[config.mk]
export PLATFORM = sky130hd
export DESIGN_NAME = mem_access_ctrl_flat
export DESIGN_NICKNAME = d
export VERILOG_FILES = /design/src/rtl/mem_access_ctrl_if.sv /design/src/rtl/mem_access_ctrl.sv /design/src/flat_wrapper.sv
export SDC_FILE = /design/constraint.sdc
export NUM_CORES = 1
export LEC_CHECK = 0
export BUFFER_PORTS_ARGS = -buffer_cell sky130_fd_sc_hd__buf_2
export CAP_MARGIN = 0
export CORE_MARGIN = 4
export CORE_UTILIZATION = 40
export CTS_CLUSTER_SIZE = 40
export DETAILED_ROUTE_END_ITERATION = 16
export PLACE_DENSITY = 0.68
export SYNTH_ARGS = -nofsm -noshare
export SYNTH_HDL_FRONTEND = slang
export SYNTH_SLANG_ARGS = --single-unit
[constraint.sdc]
create_clock -name clk -period 2.1 [get_ports clk]
set_input_delay 0.105 -clock clk [delete_from_list [all_inputs] [get_ports clk]]
set_output_delay 0.105 -clock clk [all_outputs]
set_load 0.01 [all_outputs]
[src/rtl/mem_access_ctrl_if.sv]
// mem_access_ctrl_if: request, response and RAM-port signals of mem_access_ctrl.
interface mem_access_ctrl_if #(
  parameter int DATA_WIDTH = 16,
  parameter int ADDR_WIDTH = 10
);
  logic                  req_valid;
  logic                  req_ready;
  logic                  req_we;
  logic                  req_byte;
  logic                  req_signed;
  logic [ADDR_WIDTH:0]   req_addr;
  logic [DATA_WIDTH-1:0] req_wdata;
  logic                  rsp_valid;
  logic                  rsp_err;
  logic [DATA_WIDTH-1:0] rsp_rdata;
  logic [ADDR_WIDTH-1:0] mem_addr;
  logic [DATA_WIDTH-1:0] mem_wdata;
  logic                  mem_we;
  logic [DATA_WIDTH-1:0] mem_rdata;
  modport master (
    output req_valid, req_we, req_byte, req_signed, req_addr, req_wdata, mem_rdata,
    input  req_ready, rsp_valid, rsp_err, rsp_rdata, mem_addr, mem_wdata, mem_we
  );
  modport slave (
    input  req_valid, req_we, req_byte, req_signed, req_addr, req_wdata, mem_rdata,
    output req_ready, rsp_valid, rsp_err, rsp_rdata, mem_addr, mem_wdata, mem_we
  );
endinterface

[src/rtl/mem_access_ctrl.sv]
// mem_access_ctrl: byte/word load-store controller in front of a single-port synchronous block RAM.
module mem_access_ctrl #(
  parameter int DATA_WIDTH = 16,
  parameter int ADDR_WIDTH = 10
) (
  input logic              clk,
  input logic              reset,
  mem_access_ctrl_if.slave bus
);
  typedef enum logic [2:0] {IDLE, READ, CAPTURE, WRITE, DONE} state_t;
  state_t                r_state, w_next;
  logic                  r_we, r_byte, r_signed, r_err;
  logic [ADDR_WIDTH:0]   r_addr;
  logic [DATA_WIDTH-1:0] r_wdata, r_rdata, w_merge, w_load;
  logic [7:0]            w_lane;
  logic                  w_accept, w_misaligned;
  assign bus.req_ready  = r_state == IDLE && !reset;
  assign w_accept       = bus.req_valid && bus.req_ready;
  assign w_misaligned   = !bus.req_byte && bus.req_addr[0];
  assign bus.mem_addr   = r_state == IDLE ? '0 : r_addr[ADDR_WIDTH:1];
  assign bus.mem_wdata  = r_wdata;
  assign bus.mem_we     = r_state == WRITE;
  assign bus.rsp_valid  = r_state == DONE;
  assign bus.rsp_err    = r_err;
  assign bus.rsp_rdata  = r_rdata;
  assign w_lane = bus.mem_rdata[{r_addr[0], 3'b000} +: 8];
  assign w_load = r_byte ? {{(DATA_WIDTH-8){r_signed & w_lane[7]}}, w_lane} : bus.mem_rdata;
  always_comb begin
    w_merge = bus.mem_rdata;
    w_merge[{r_addr[0], 3'b000} +: 8] = r_wdata[7:0];
  end
  always_comb begin
    w_next = r_state;
    case (r_state)
      IDLE:    w_next = !w_accept ? IDLE : w_misaligned ? DONE :
                        (bus.req_we && !bus.req_byte) ? WRITE : READ;
      READ:    w_next = CAPTURE;
      CAPTURE: w_next = r_we ? WRITE : DONE;
      WRITE:   w_next = DONE;
      default: w_next = IDLE;
    endcase
  end
  always_ff @(posedge clk or posedge reset)
    if (reset) r_state <= IDLE;
    else r_state <= w_next;
  // response registers change only on entry to DONE so they hold between completions
  always_ff @(posedge clk or posedge reset)
    if (reset) begin
      r_we     <= 1'b0;
      r_byte   <= 1'b0;
      r_signed <= 1'b0;
      r_addr   <= '0;
      r_wdata  <= '0;
      r_err    <= 1'b0;
      r_rdata  <= '0;
    end else begin
      if (w_accept) begin
        r_we     <= bus.req_we;
        r_byte   <= bus.req_byte;
        r_signed <= bus.req_signed;
        r_addr   <= bus.req_addr;
        r_wdata  <= bus.req_wdata;
      end
      if (r_state == CAPTURE && r_we) r_wdata <= w_merge;
      if (w_next == DONE) begin
        r_err   <= r_state == IDLE;
        r_rdata <= (r_state == CAPTURE && !r_we) ? w_load : '0;
      end
    end
endmodule

[src/flat_wrapper.sv]
// flat-port wrapper written by rule: the top's interface ports become plain ports
module mem_access_ctrl_flat 
#(
  parameter int DATA_WIDTH = 16,
  parameter int ADDR_WIDTH = 10
)
  (clk, reset, bus_req_valid, bus_req_we, bus_req_byte, bus_req_signed, bus_req_addr, bus_req_wdata, bus_mem_rdata, bus_req_ready, bus_rsp_valid, bus_rsp_err, bus_rsp_rdata, bus_mem_addr, bus_mem_wdata, bus_mem_we);
  mem_access_ctrl_if #(.DATA_WIDTH(DATA_WIDTH), .ADDR_WIDTH(ADDR_WIDTH)) bus_i ();
  input logic clk;
  input logic reset;
  input wire logic [$bits(bus_i.req_valid)-1:0] bus_req_valid;
  input wire logic [$bits(bus_i.req_we)-1:0] bus_req_we;
  input wire logic [$bits(bus_i.req_byte)-1:0] bus_req_byte;
  input wire logic [$bits(bus_i.req_signed)-1:0] bus_req_signed;
  input wire logic [$bits(bus_i.req_addr)-1:0] bus_req_addr;
  input wire logic [$bits(bus_i.req_wdata)-1:0] bus_req_wdata;
  input wire logic [$bits(bus_i.mem_rdata)-1:0] bus_mem_rdata;
  output wire logic [$bits(bus_i.req_ready)-1:0] bus_req_ready;
  output wire logic [$bits(bus_i.rsp_valid)-1:0] bus_rsp_valid;
  output wire logic [$bits(bus_i.rsp_err)-1:0] bus_rsp_err;
  output wire logic [$bits(bus_i.rsp_rdata)-1:0] bus_rsp_rdata;
  output wire logic [$bits(bus_i.mem_addr)-1:0] bus_mem_addr;
  output wire logic [$bits(bus_i.mem_wdata)-1:0] bus_mem_wdata;
  output wire logic [$bits(bus_i.mem_we)-1:0] bus_mem_we;
  assign bus_i.req_valid = bus_req_valid;
  assign bus_i.req_we = bus_req_we;
  assign bus_i.req_byte = bus_req_byte;
  assign bus_i.req_signed = bus_req_signed;
  assign bus_i.req_addr = bus_req_addr;
  assign bus_i.req_wdata = bus_req_wdata;
  assign bus_i.mem_rdata = bus_mem_rdata;
  assign bus_req_ready = bus_i.req_ready;
  assign bus_rsp_valid = bus_i.rsp_valid;
  assign bus_rsp_err = bus_i.rsp_err;
  assign bus_rsp_rdata = bus_i.rsp_rdata;
  assign bus_mem_addr = bus_i.mem_addr;
  assign bus_mem_wdata = bus_i.mem_wdata;
  assign bus_mem_we = bus_i.mem_we;
  mem_access_ctrl #(.DATA_WIDTH(DATA_WIDTH), .ADDR_WIDTH(ADDR_WIDTH)) u_core (.clk(clk), .reset(reset), .bus(bus_i));
endmodule
# [After elaboration in Yosys (flattened, before gate mapping)]
# Cells that the tools add are included.
# W data, S select, Z words.
[word_totals] out_inout_bits=46 mem_bits_ro=0 mem_bits_rw=0 inputBits=49 register_bits=50 word_cells=40 memories=0 latchBits=0
[op_classes] muxes=11 bitwise=1 eq_ne=5 mul=0 shifts=3 reduce_logical=11 add_sub_neg=1 div_mod_pow=0 n_lt_le_gt_ge=0
[op_table] op="$mux W16" count=4
[op_table] op="$bwmux W16" count=1
[op_table] op="$shift A8 B6 Y16 const A" count=1
[op_table] op="$shiftx A16 B5 Y8" count=1
[op_table] op="$shiftx A8 B6 Y16" count=1
[op_table] op="$pmux W3 S4" count=1
[op_table] op="$mux W10" count=1
[op_table] op="$mux W3" count=3
[op_table] op="$eq A3 B2 Y1 const B" count=2
[op_table] op="$eq A3 B3 Y1 const B" count=2
[op_table] op="$logic_and A1 B1 Y1" count=6
[op_table] op="$neg A4 Y6" count=1
[op_table] op="$eq A3 B1 Y1 const B" count=1
[op_table] op="$logic_not A1 Y1" count=3
[op_table] op="$logic_not A3 Y1" count=1
[op_table] op="$mux W2" count=1
[op_table] op="$reduce_bool A2 Y1" count=1
[op_table] op="$and A1 B1 Y1" count=1

# [Depth between registers and ports, before layout]
[logic_depth] depth_word=7 mapped_depth=6 mapped_depth_nobuf=3

# [Worst setup path before layout]
# No wires, ideal clock.
[synth_timing] path_type="register to register" start="reg u_core.r_state[1]" end="reg u_core.r_addr[6]" slack_ns=0.445 stages_incl_launch_ff=7 t_required_ns=1.973 setup_ns=0.127 arrival_time_ns=1.528 period_less_slack_ns=1.655 cell_sequence="dfrtp_1 > buf_4 > nor3_4 > and2_1 > buf_4 > buf_6 > mux2_1"
[synth_between] elab_chain_len=3
[synth_lines] item="from (decl)" line="mem_access_ctrl.sv:11" source="state_t r_state, w_next;"
[synth_lines] item="from (signal assigned)" line="mem_access_ctrl.sv:45" source="else r_state <= w_next;"
[synth_lines] item="$logic_not A3 Y1" line="mem_access_ctrl.sv:17" source="assign bus.req_ready = r_state == IDLE && !reset;"
[synth_lines] item="$logic_and A1 B1 Y1" line="mem_access_ctrl.sv:17"
[synth_lines] item="$logic_and A1 B1 Y1" line="mem_access_ctrl.sv:18" source="assign w_accept = bus.req_valid && bus.req_ready;"
[synth_lines] item="to (signal assigned)" line="mem_access_ctrl.sv:61" source="r_addr <= bus.req_addr;"
[synth_lines] item="to (decl)" line="mem_access_ctrl.sv:13" source="logic [ADDR_WIDTH:0] r_addr;"
# No other way between the ends.
# A chain may end at the register's enable or synchronous reset.

# [Worst setup path in the final report]
[layout_timing] start="in reset" end="reg u_core.r_addr[6]"
[layout_between] elab_chain_len=3
[layout_lines] item="from (decl)" line="flat_wrapper.sv:10" source="input logic reset;"
[layout_lines] item="$logic_not A1 Y1" line="mem_access_ctrl.sv:17"
[layout_lines] item="$logic_and A1 B1 Y1" line="mem_access_ctrl.sv:17"
[layout_lines] item="$logic_and A1 B1 Y1" line="mem_access_ctrl.sv:18"
# No other way between the ends.

==> flow_metrics.tcl <==
set metrics [dict create \
    drtIter0Drc 81 \
    firstDrtPassIters 4 \
    insertion_delay_ps 300 \
    path_clk_slew_ps 90 \
    fin_skew_ps 3.07 \
    ys_warn_count 0 \
    first_global_vias 1920 \
    period_share_pct 88.9 \
    htreeDepth 2 \
    cts_resized 0 \
    fp.dieH_um 85.4 \
    seq_area_um2 1250 \
    dp_cells 351 \
    min_path_type "input pin to register" \
    clkSinkCount 50 \
    synth-seq-cells 50 \
    grt-ovfl-total 0 \
    finalWeightedCongestion 0.911 \
    die-area_um2 7300 \
    multiInputGateArea_um2 1050 \
    num-nets-final 336 \
    start_kind "input pin" \
    port_buffers 94 \
    max_slew_margin_pct 58.3 \
    worstSetupPathType "input pin to register" \
    dpl.hpwl_um 4740 \
    die_w_um 85.4 \
    core_area_um2 5640 \
    antenna_left 0 \
    worstPathArrival_ps 2050 \
    diodes 0 \
    num_vias 1865 \
    start_util_pct 42.5 \
    path_max_fanout 11 \
    synthesis.nets 239 \
    drc_errors 0 \
    fin_crit_ps 1870 \
    rows 27 \
    syn2layout_area_growth_pct 26.4 \
    place_area_um2 2930 \
    yosysUniqueCellTypes 37 \
    antenna_found_initial 0 \
    grt_max_degree 24 \
    final_core_util_pct 53.7 \
    post_cts_buffers 0 \
    synthTopCellsByArea "dfrtp_1 52%, a221o_1 6.7%, mux2i_1 6.7%" \
    status "finished clean" \
    final_area_um2 3030 \
    synth.avg_cell_area_um2 12.6 \
    final-hold-violation-count 0 \
    fmax_ghz 0.536 \
    power.density_nw_per_um2 1410 \
    ios 95 \
    fin_cells 360 \
    filler_cell_count 528 \
    cts_inserted_buffers 5 \
    cts_root_buf "clkbuf_8" \
    p_leak_uw 0.00156 \
    grtUsageTotal_pct 17.0 \
    routed_wl_um 6030 \
    async_reset_ff_share_pct 100 \
    slew_violations 0 \
    grt_pass1_wl_um 9740 \
    setup-violations-final 0 \
    rsz0062_at_grt "no" \
    synth_top_area_share_pct 52.2 \
    cp_data_required_time_ps 2290 \
    drive_gt1_share_pct 42.4 \
    drv_cap 0 \
    postSynthCellCount 190 \
    wire_per_inst_um 16.8 \
    synth-edff-count 0 \
    synth_flop_cell "dfrtp_1" \
    synth_largest_area_cell "dfrtp_1" \
    syn_area_um2 2400 \
    yosysSeqAreaShare_pct 52.2 \
    worst_slew_pin_slew_ps 626 \
    viasPerCell 5.18 \
    setup_tns_ps 0 \
    cts_tree "done" \
    peakVddDrop_v 0.000584 \
    clockBufferDepth 2 \
    cp-end-kind "register" \
]
## power breakdown
part	internal (uW)	switching (uW)	leakage [uW]	total (uW)
Combinational	981	962	0.000886	1940
Clock	236	314	0.0000452	550
Sequential	1410	359	0.000625	1770
Total	2630	1640	0.00156	4260
## logic make-up after synthesis
group / share of synthesized area [%]
compound gates: 16.8
simple gates: 13.7
buf+inv: 4.02
flops: 52.2
mux: 13.3
## metal layers
| layer | up-vias | GRT usage (%) | wire, um | share of wire (%) |
|---|---|---|---|---|
| li1 | 909 | - | - | - |
| met1 | 885 | 23.1 | 2700 | 45 |
| met2 | 62 | 26.6 | 2820 | 47 |
| met3 | 9 | 4.37 | 402 | 6.7 |
| met4 | 0 | 5.32 | 108 | 1.8 |
| met5 | - | 0 | 0 | 0 |
## state kept, by name (all words and copies together) (netlist names)
| name | flops |
|---|---|
| u_core.r_byte | 1 |
| u_core.bus.rsp_rdata | 16 |
| u_core.r_signed | 1 |
| u_core.bus.rsp_err | 1 |
| u_core.bus.mem_wdata | 16 |
| u_core.r_state | 3 |
| u_core.r_addr | 11 |
| u_core.r_we | 1 |
## final timing paths
| check | startpoint | end | slack, ps | depth (start not counted) |
|---|---|---|---|---|
| hold / removal | bus_req_addr[3] | u_core.r_addr[3] | 10 | 2 |
| setup / recovery | reset | u_core.r_addr[6] | 230 | 5 |
| max in group asynchronous | reset | u_core.r_state[2] | 1210 | 4 |
| hold reg to reg | u_core.r_addr[8] | u_core.r_addr[8] | 480 | 1 |
| min in group asynchronous | reset | u_core.bus.mem_wdata[15] | 320 | 3 |
| setup reg to reg | u_core.r_state[0] | u_core.bus.mem_wdata[5] | 320 | 3 |
## cells in the mapped netlist (all sizes together) (2+ instances only)
master / n
and3: 8
a221o: 16
a21oi: 2
nand2b: 2
nand2: 2
mux2: 14
nor4bb: 2
o2bb2ai: 16
buf: 8
o21ai: 2
inv: 3
mux2i: 16
nor2: 17
dfrtp: 50
nor2b: 12
clkbuf: 5
## area by class of cell
class	instances	area share, %
Timing Repair Buffer	103	17.8
Tap cell	72	2.97
Inverter	3	0.372
Clock inverter	2	0.454
Multi-Input combinational cell	124	34.7
Clock buffer	6	2.40
Sequential cell	50	41.3
## layout by cell type, fill, tap and decap left out, types with 2 or more instances in the layout
cell / netlist / final
o2bb2ai_1: 12 / 12
nor4bb_1: 2 / 2
clkbuf_8: 0 / 5
inv_2: 1 / 2
a221o_1: 16 / 16
buf_4: 3 / 8
and3_1: 8 / 8
dfrtp_1: 50 / 50
nor2b_1: 12 / 12
o2bb2ai_2: 4 / 4
mux2i_1: 16 / 16
o21ai_0: 2 / 2
mux2_1: 13 / 13
nor2_1: 17 / 17
nand2b_1: 2 / 2
buf_2: 2 / 94
a21oi_1: 2 / 2
## stage by stage
stage                     setup slack, ps  hold slack (ps)  power (uW)
after global placement                386             73.4        3700
after CTS                             272             3.78        4310
final                                 233             12.2        4260
after detailed placement              357             73.5        3760
after floorplan                       445              237        3040
after global routing                  116             10.7        4570
## repair_timing
action / in CTS / in global routing
endpoints found under the hold margin: 10 / 0
hold buffers: 1 / 0
setup endpoints to repair: 0 / 0
## critical path: stages
cell	delay [ps]
dlygate4sd3_1	540
buf_2	150
nor2b_1	340
and2_1	530
mux2_1	380
Power figures use the tool's default switching activity.
